**src/rtl/tick_scheduler_if.sv**
```systemverilog
// Configuration write port of tick_scheduler: valid/ready handshake carrying
// the target channel, the clk_div tap index and the enable value.
//   master : drives cfg_valid, cfg_ch, cfg_tap, cfg_en; observes cfg_ready
//   slave  : observes the write fields; drives cfg_ready
interface tick_scheduler_if #(
    parameter int unsigned TAP_W = 5
);
    logic             cfg_valid;
    logic             cfg_ready;
    logic [1:0]       cfg_ch;
    logic [TAP_W-1:0] cfg_tap;
    logic             cfg_en;

    modport master (
        output cfg_valid,
        output cfg_ch,
        output cfg_tap,
        output cfg_en,
        input  cfg_ready
    );

    modport slave (
        input  cfg_valid,
        input  cfg_ch,
        input  cfg_tap,
        input  cfg_en,
        output cfg_ready
    );
endinterface

```
**src/rtl/tick_scheduler.sv**
```systemverilog
// tick_scheduler: derives per-channel enable ticks from rising edges of a
// selectable bit of a free-running divider count, arbitrating simultaneous
// ticks round-robin so at most one channel pulses per cycle.
//   clk      : system clock, all state updates on posedge
//   rst      : asynchronous active-low reset
//   clk_div  : free-running divider count, sampled every cycle
//   cfg      : configuration write port (slave side), one write per two cycles
//   tick     : registered one-hot (or zero) single-cycle pulse per channel
//   tick_id  : index of the last channel that pulsed
//   overrun  : sticky per-channel flag, a rise arrived while a tick was queued
module tick_scheduler #(
    parameter int unsigned NCH   = 4,   // only 4 channels are supported
    parameter int unsigned TAP_W = 5
) (
    input  logic                clk,
    input  logic                rst,
    input  logic [31:0]         clk_div,
    tick_scheduler_if.slave     cfg,
    output logic [NCH-1:0]      tick,
    output logic [1:0]          tick_id,
    output logic [NCH-1:0]      overrun
);

    localparam int unsigned CH_W = 2;

    typedef enum logic {
        S_IDLE = 1'b0,
        S_ARM  = 1'b1
    } state_t;

    state_t            state, state_n;
    logic [CH_W-1:0]   arm_ch,  arm_ch_n;
    logic [TAP_W-1:0]  arm_tap, arm_tap_n;
    logic              arm_en,  arm_en_n;

    logic [NCH-1:0][TAP_W-1:0] tap, tap_n;
    logic [NCH-1:0]            en, en_n;
    logic [NCH-1:0]            prev, prev_n;
    logic [NCH-1:0]            pending, pending_n;
    logic [NCH-1:0]            overrun_n;
    logic [CH_W-1:0]           last_grant;

    logic [NCH-1:0]  arming;
    logic [NCH-1:0]  sel;
    logic [NCH-1:0]  rise;
    logic [NCH-1:0]  req;
    logic [NCH-1:0]  grant_oh;
    logic [CH_W-1:0] grant_id;
    logic            grant_vld;

    // Config FSM state register; cfg_ready is registered from the next state
    always_ff @(posedge clk or negedge rst) begin
        if (!rst) begin
            state         <= S_IDLE;
            arm_ch        <= '0;
            arm_tap       <= '0;
            arm_en        <= 1'b0;
            cfg.cfg_ready <= 1'b1;
        end else begin
            state         <= state_n;
            arm_ch        <= arm_ch_n;
            arm_tap       <= arm_tap_n;
            arm_en        <= arm_en_n;
            cfg.cfg_ready <= (state_n == S_IDLE);
        end
    end

    // Config FSM next state: accept a write in IDLE, apply it for one ARM cycle
    always_comb begin
        state_n   = state;
        arm_ch_n  = arm_ch;
        arm_tap_n = arm_tap;
        arm_en_n  = arm_en;
        case (state)
            S_IDLE: begin
                if (cfg.cfg_valid && cfg.cfg_ready) begin
                    state_n   = S_ARM;
                    arm_ch_n  = cfg.cfg_ch;
                    arm_tap_n = cfg.cfg_tap;
                    arm_en_n  = cfg.cfg_en;
                end
            end
            S_ARM:   state_n = S_IDLE;
            default: state_n = S_IDLE;
        endcase
    end

    // Rise detection; the channel being armed is frozen out for the cycle
    always_comb begin
        arming = '0;
        sel    = '0;
        rise   = '0;
        for (int ch = 0; ch < NCH; ch++) begin
            arming[ch] = (state == S_ARM) && (arm_ch == CH_W'(ch));
            sel[ch]    = clk_div[tap[ch]];
            rise[ch]   = en[ch] && !arming[ch] && sel[ch] && !prev[ch];
        end
        req = pending & ~arming;
    end

    // Round-robin grant, searching upward from the channel after last_grant
    always_comb begin
        logic [CH_W-1:0] idx;
        grant_oh  = '0;
        grant_id  = last_grant;
        grant_vld = 1'b0;
        idx       = '0;
        for (int k = 1; k <= NCH; k++) begin
            idx = last_grant + CH_W'(k);
            if (!grant_vld && req[idx]) begin
                grant_vld     = 1'b1;
                grant_id      = idx;
                grant_oh[idx] = 1'b1;
            end
        end
    end

    // Per-channel next state; a queued tick survives a coinciding rise+grant
    always_comb begin
        tap_n     = tap;
        en_n      = en;
        prev_n    = sel;
        pending_n = rise | (pending & ~grant_oh);
        overrun_n = overrun | (rise & pending & ~grant_oh);
        for (int ch = 0; ch < NCH; ch++) begin
            if (arming[ch]) begin
                // Preloading prev from the new tap prevents a spurious tick
                tap_n[ch]     = arm_tap;
                en_n[ch]      = arm_en;
                prev_n[ch]    = clk_div[arm_tap];
                pending_n[ch] = 1'b0;
                overrun_n[ch] = 1'b0;
            end
        end
    end

    // Channel registers and registered tick outputs
    always_ff @(posedge clk or negedge rst) begin
        if (!rst) begin
            tap        <= '0;
            en         <= '0;
            prev       <= '0;
            pending    <= '0;
            overrun    <= '0;
            tick       <= '0;
            tick_id    <= '0;
            last_grant <= CH_W'(NCH - 1);
        end else begin
            tap     <= tap_n;
            en      <= en_n;
            prev    <= prev_n;
            pending <= pending_n;
            overrun <= overrun_n;
            tick    <= grant_oh;
            if (grant_vld) begin
                tick_id    <= grant_id;
                last_grant <= grant_id;
            end
        end
    end

endmodule

```
**src/flat_wrapper.sv**
```systemverilog
// flat-port wrapper written by rule: the top's interface ports become plain ports
module tick_scheduler_flat 
#(
    parameter int unsigned NCH   = 4,                                   
    parameter int unsigned TAP_W = 5
)
  (clk, rst, clk_div, tick, tick_id, overrun, cfg_cfg_valid, cfg_cfg_ch, cfg_cfg_tap, cfg_cfg_en, cfg_cfg_ready);
  tick_scheduler_if #(.TAP_W(TAP_W)) cfg_i ();
  input  logic clk;
  input  logic rst;
  input  logic [31:0] clk_div;
  output logic [NCH-1:0] tick;
  output logic [1:0] tick_id;
  output logic [NCH-1:0] overrun;
  input wire logic [$bits(cfg_i.cfg_valid)-1:0] cfg_cfg_valid;
  input wire logic [$bits(cfg_i.cfg_ch)-1:0] cfg_cfg_ch;
  input wire logic [$bits(cfg_i.cfg_tap)-1:0] cfg_cfg_tap;
  input wire logic [$bits(cfg_i.cfg_en)-1:0] cfg_cfg_en;
  output wire logic [$bits(cfg_i.cfg_ready)-1:0] cfg_cfg_ready;
  assign cfg_i.cfg_valid = cfg_cfg_valid;
  assign cfg_i.cfg_ch = cfg_cfg_ch;
  assign cfg_i.cfg_tap = cfg_cfg_tap;
  assign cfg_i.cfg_en = cfg_cfg_en;
  assign cfg_cfg_ready = cfg_i.cfg_ready;
  tick_scheduler #(.NCH(NCH), .TAP_W(TAP_W)) u_core (.clk(clk), .rst(rst), .clk_div(clk_div), .cfg(cfg_i), .tick(tick), .tick_id(tick_id), .overrun(overrun));
endmodule
```
**config.mk**
```make
export PLATFORM = sky130hd
export DESIGN_NAME = tick_scheduler_flat
export DESIGN_NICKNAME = d
export VERILOG_FILES = /design/src/rtl/tick_scheduler_if.sv /design/src/rtl/tick_scheduler.sv /design/src/flat_wrapper.sv
export SDC_FILE = /design/constraint.sdc
export NUM_CORES = 1
export LEC_CHECK = 0
export ABC_AREA = 1
export CAP_MARGIN = 20
export CORE_UTILIZATION = 60
export DETAILED_ROUTE_END_ITERATION = 10
export GPL_TIMING_DRIVEN = 0
export PLACE_DENSITY = 0.86
export REMOVE_ABC_BUFFERS = 1
export SYNTH_ARGS = -nofsm -noshare
export SYNTH_HDL_FRONTEND = slang
export SYNTH_SLANG_ARGS = --single-unit
export TNS_END_PERCENT = 10
```
**constraint.sdc**
```tcl
create_clock -name clk -period 6.4 [get_ports clk]
set_input_delay 1.6 -clock clk [delete_from_list [all_inputs] [get_ports clk]]
set_output_delay 1.6 -clock clk [all_outputs]
set_load 0.01 [all_outputs]
```
==> results of run 1 <==
-- report_power, final --
group / internal [mW] / leakage [nW] / total (mW) / switching (mW)
sequential: 0.492 / 0.679 / 0.722 / 0.230
clock: 0.117 / 0.0585 / 0.232 / 0.114
combinational: 0.475 / 1.63 / 1.30 / 0.824
-- cells in the mapped netlist (2+ instances only) --
master / n / share of area (%)
nand2_1: 261 / 24
nand3_1: 136 / 17
dfrtp_1: 51 / 31
o21ai_0: 49 / 6.0
inv_1: 47 / 4.3
nor2_1: 35 / 3.2
clkbuf_1: 13 / 1.2
buf_4: 9 / 1.7
ha_1: 7 / 2.2
o221ai_1: 7 / 1.5
buf_2: 5 / 0.62
nand3b_1: 5 / 0.92
clkinv_1: 4 / 0.37
nand3_2: 4 / 0.98
nor2_2: 4 / 0.62
dfstp_2: 3 / 1.9
inv_2: 3 / 0.28
nand2_2: 2 / 0.31
nand2_4: 2 / 0.55
-- final timing paths --
check | cells after the start | to | slack (ns)
worst max-delay path | 1 | cfg_cfg_ready | 3.42
worst min-delay path | 2 | u_core.tick_id[1] | 0.49
worst max register to register | 10 | u_core.pending[2] | 4.12
worst min register to register | 2 | u_core.tick_id[1] | 0.49
max in group asynchronous | 2 | u_core.tap[6] | 4.63
min in group asynchronous | 1 | u_core.tap[1] | 1.23
-- sequential cells by signal, summed over array words and instances, names as in the netlist --
register              flops
u_core.arm_ch             2
u_core.arm_en             1
u_core.arm_tap            5
u_core.cfg.cfg_ready      1
u_core.en                 4
u_core.last_grant         2
u_core.overrun            4
u_core.pending            4
u_core.prev               4
u_core.state              1
u_core.tap               20
u_core.tick               4
u_core.tick_id            2
-- kinds of logic (layout without fill, tap and decap cells) --
| kind of cell | Yosys count | in the layout | share of synthesized area, % |
|---|---|---|---|
| buffers and inverters | 81 | 116 | 8.46 |
| AO/OA/AOI/OAI | 58 | 58 | 7.94 |
| AND/OR/NAND/NOR | 451 | 451 | 48.1 |
| flip-flops | 54 | 54 | 33.3 |
| adder cells (fa/ha/maj) | 7 | 7 | 2.15 |
-- final cells by class --
class / instances / area, sq um
multi-input combinational: 516 / 2370
sequential: 54 / 1360
fill: 570 / 1780
clock buffer: 5 / 68.8
timing repair buffer: 54 / 546
inverter: 54 / 203
tap: 77 / 96.3
clock inverter: 3 / 43.8
-- layout by cell type, fill, tap and decap left out, drive strengths merged, types with 2 or more instances in the layout --
cell           netlist  routed
dfrtp               51      51
nand3b               5       5
inv                 50      51
o21ai               50      50
clkdlybuf4s50        0      52
o221ai               7       7
nand3              140     140
buf                 14       2
dfstp                3       3
clkinv               4       5
nand2              265     265
ha                   7       7
clkbuf              13       5
nor2                40      40
-- layer usage --
metal / vias up / wire length, um
li1: 2171 / -
met1: 2072 / 4890
met2: 258 / 5440
met3: 53 / 1440
met4: 0 / 450
met5: - / 0
-- metrics by stage --
stage	utilization (%)	cells	area, sq um	hold slack [ns]
3_3_place_gp	70.5	754	4550	0.463
5_1_grt	72.4	763	4680	0.518
6_report	72.4	763	4680	0.491
3_5_place_dp	70.7	755	4570	0.469
2_1_floorplan	-	624	3920	0.447
4_1_cts	72.4	763	4680	0.496
==> metrics.yaml, run 1 <==
antenna_left: 0
dieArea_sq_um: 7110
ios: 54
die_x_um: 84.3
first_pass_iters: 8
p_total_mw: 2.25
cts_buffer_depth: 2
critPathMaxFanout: 2
fmax_mhz: 336
critPathArrivalTime_ns: 1.38
synth_edf_count: 0
worstSkewPairLatency_ns: 0.31
grt_max_degree: 35
start_kind: "flop"
cts-resized-gates: 0
cts_tree: "done"
synth.ff_latch_count: 54
postSynthAreaPerCell_sq_um: 6.24
antenna_cells: 0
grt_pass1_wl_um: 19900
area_growth_pct: 15.1
slew_viol_final: 0
outcome: "finished with violations"
drt_iter0_drc: 629
leakage_nw: 2.37
wl_um: 12200
cts_buffers: 5
drive_gt1_share_pct: 4.37
post-dp-hpwl_um: 9010
postSynth.asyncResetShare_pct: 100
worst_slack_ns: 3.42
drc: 6
crit_path_max_incr_delay_ns: 0.54
tightest_slew_ns: 0.855
gr-total-overflow: 0
synthDistinctLibCells: 23
grt_pass1_vias: 4241
crit_path_end_kind: "output pin"
netlist_instances: 651
hold_viol: 0
finalSetupViolations: 0
critical_path_class: "flop to output pin"
portBuffers: 53
start_util_pct: 62.9
grt_util_met1_pct: 47.4
cp.required_ns: 4.80
grtUsageMet3_pct: 6.78
critPathLaunch: "u_core.cfg.cfg_ready"
fin_nets: 735
ys_seq_area_share_pct: 33.3
cap_violations: 0
coreArea_sq_um: 6460
ir_drop_mv: 0.429
critPathSlowestCell: "dfstp_2"
postCtsSetupRepairBufs: 0
hold_path_class: "flop to flop"
worstHoldStart: "u_core.tick_id[1]"
path_cells: "clkdlybuf4s50_1"
via_per_inst: 5.97
clk_pin_slew_ns: 0.10
synthesis.area_sq_um: 4070
grt.total_usage_pct: 35.8
path_buf_inv: 1
dp_slack_ns: 3.18
tns_ns: 0
layout_min_cycle_time_ns: 2.98
fp.dieH_um: 84.3
clkSinkCount: 54
clock_skew_ns: 0.0117
grtUsageMet2_pct: 57.6
cp_top_family: "flip-flops"
rsz0062_at_grt: "false"
vias: 4554
htreeDepth: 2
pwr_density_cell_nw_per_um2: 482
place_congestion: 0.904
wire_per_inst_um: 16.0
rows: 29
ys.flop_type: "dfrtp_1"
antenna_found_initial: 0
grt-busiest-layer: "met2"
finalCritPeriodShare_pct: 46.5
rr_startpoint: "u_core.last_grant[0]"
violations: "DRC"
cts_root_buf: "clkbuf_8"
cts_hold_buf: 0
slew_headroom_pct: 42.8
yosys_warnings: 0
Note: power is estimated with default switching activity, not from simulation.
==> inputs of run 2 (changes only) <==
- CORE_UTILIZATION: 60 -> 56
- PLACE_DENSITY: 0.86 -> 0.81
- clock period: 6.4 -> 3 ns (I/O delays scaled with it)
==> run 2 against run 1 <==
  * The run now ends clean
  * Total power up 120%
  * Largest power group unchanged
  * Core utilization fell by 4.2 points
  * Worst setup slack lost 2.7 ns
  * Flip-flop and latch count is the same
  * Worst hold slack got worse by 0.098 ns
  * Clock-buffer cell count up 1
  * Via count fell by 2.3%
==> metrics.yaml, run 2 (synthesis results as in run 1) <==
cts_tree: "done"
path_buf_inv: 3  # +2
cts_hold_buf: 0  # unchanged
grt.total_usage_pct: 33.5  # -2.4 points
wire_per_inst_um: 15.3  # -4.7%
leakage_nw: 2.37  # +0.14%
clk_pin_slew_ns: 0.10  # about the same
dpl_cell_area_sq_um: 4590  # +0.52%
path_cells: "inv_2 > ha_1 > inv_1 > nand3_1 > nand2_4 > nand2_4 > inv_1 > nand3b_1 > nand2_1 > nand2_1 > nand2_1 > nand2_1"
coreArea_sq_um: 6910  # +6.9%
layout_common_cells: "nand2_1 (261), nand3_1 (136), clkdlybuf4s50_1 (52), dfrtp_1 (51), o21ai_0 (49)"
placedCellCount: 774  # +2.5%
portBuffers: 53  # unchanged
worstSkewPairLatency_ns: 0.32  # about the same
cts_buffers: 5  # unchanged
start_util_pct: 58.9  # -4.1 points
antenna_found_initial: 0  # unchanged
vias: 4450  # -2.3%
finalCritPeriodShare_pct: 75.8
ios: 54  # unchanged
rsz0062_at_grt: "false"
fp.dieH_um: 87.2  # +3.4%
antenna_left: 0  # unchanged
grt_pass1_wl_um: 19400  # -2.1%
pwr_density_cell_nw_per_um2: 1030  # +110%
critPathMaxFanout: 11  # +9
cts_root_buf: "clkbuf_8"
finalSetupViolations: 0  # unchanged
first_pass_iters: 5  # -3
largest_reg_flops: 20  # unchanged
start_kind: "flop"
critical_path_class: "flop to flop"
hold_path_class: "input port to async pin"
cap_violations: 0  # unchanged
rr_startpoint: "u_core.last_grant[0]"
gr-total-overflow: 0  # unchanged
finalInstanceArea_sq_um: 4710  # +0.70%
clkSinkCount: 54  # unchanged
wl_um: 11900  # -2.3%
critPathArrivalTime_ns: 2.49  # +1.11 ns
clock_skew_ns: 0.00997  # -0.00172 ns
ir_drop_mv: 0.736  # +71%
drive_gt1_share_pct: 4.37  # unchanged
place_congestion: 0.964  # +6.6%
layout_min_cycle_time_ns: 2.27
fillers: 638  # +12%
area_growth_pct: 15.9
mostFrequentLayoutCell: "nand2_1"
reg2reg_to: "u_core.tick_id[0]"
drc: 0  # -6
cts_buffer_depth: 2  # unchanged
critical_path_cell_count: 12  # +11
die_x_um: 87.2  # +3.4%
drt_iter0_drc: 417  # -34%
antenna_cells: 0  # unchanged
critPathLaunch: "u_core.last_grant[0]"
largestRegisters: "u_core.tap x20, u_core.arm_tap x5"
post-dp-hpwl_um: 8920  # -1.1%
regMostFlops: "u_core.tap"
cts-resized-gates: 0  # unchanged
slew_headroom_pct: 45.3  # +2.5 points
final_cells: 782  # +2.5%
via_per_inst: 5.69  # -4.7%
grt_max_degree: 37  # +5.7%
rows: 30  # +3.4%
crit_path_end_kind: "flop"
tightest_slew_ns: 0.818  # -0.0369 ns
final_util_pct: 68.2  # -4.2 points
slew_viol_final: 0  # unchanged
grt_pass1_vias: 4004  # -5.6%
hold_viol: 0  # unchanged
cp_top_family: "simple AND/OR/NAND/NOR gates"
postCtsSetupRepairBufs: 0  # unchanged
critPathSlowestCell: "dfstp_2"
crit_end: "u_core.tick_id[0]"
cp.required_ns: 3.22  # -1.58 ns
rrSetupSlack_ns: 0.73  # -3.39 ns
reg2reg_depth: 12  # +2
outcome: "complete, no violations"
dieArea_sq_um: 7600  # +7.0%
path_common_cell: "nand2_1"
fmax_mhz: 440
fin_nets: 735  # unchanged
htreeDepth: 2  # unchanged
crit_path_max_incr_delay_ns: 0.68  # +0.14 ns
==> run 2: changes by cell type in the layout (fill, tap and decap cells not counted), sizes merged <==
cell,previous run,this run
clkbuf,5,6
clkinv,5,4
==> run 2: cell type report <==
cell class	instances	area [sq um]	share of cell area, %
Multi-Input combinational cell	516	2370	50.2
Inverter	54	203	4.30
Tap cell	96	120	2.55
Sequential cell	54	1360	28.8
Clock inverter	2	38.8	0.823
Timing Repair Buffer	54	546	11.6
Clock buffer	6	82.6	1.75
==> run 2: metrics by stage <==
stage / setup WS (ns) / hold WS (ns) / TNS (ns) / power (mW)
after floorplan: 1.06 / 0.447 / 0 / 3.40
after global placement: -0.513 / 0.463 / -25.91 / 4.12
after detailed placement: 0.607 / 0.464 / 0 / 4.26
after CTS: 0.748 / 0.406 / 0 / 4.80
after global routing: 0.520 / 0.408 / 0 / 5.31
final: 0.727 / 0.393 / 0 / 4.85
==> run 2: power by group <==
part	total (mW)	leakage [nW]	internal [mW]	switching, mW
clock network	0.526	0.0618	0.275	0.251
registers	1.53	0.679	1.05	0.476
logic	2.80	1.63	1.01	1.78
==> run 2: worst min path at each step <==
stage | from | endpoint | slack [ns] | depth (start not counted)
finish | rst | u_core.tap[16] | 0.39 | 1
global route | rst | u_core.tap[16] | 0.41 | 1
CTS | rst | u_core.tap[16] | 0.41 | 1
detailed placement | u_core.overrun[0] | u_core.overrun[0] | 0.46 | 2
global placement | u_core.tick_id[1] | u_core.tick_id[1] | 0.46 | 2
floorplan | rst | u_core.arm_ch[0] | 0.45 | 0
==> run 2: metal layers <==
| metal | up-vias | wire length, um | global-route usage, % |
|---|---|---|---|
| li1 | 2169 | - | - |
| met2 | 232 | 5260 | 51.0 |
| met1 | 2021 | 5130 | 46.1 |
| met4 | 0 | 318 | 13.9 |
| met5 | - | 0 | 1.40 |
| met3 | 28 | 1240 | 7.20 |
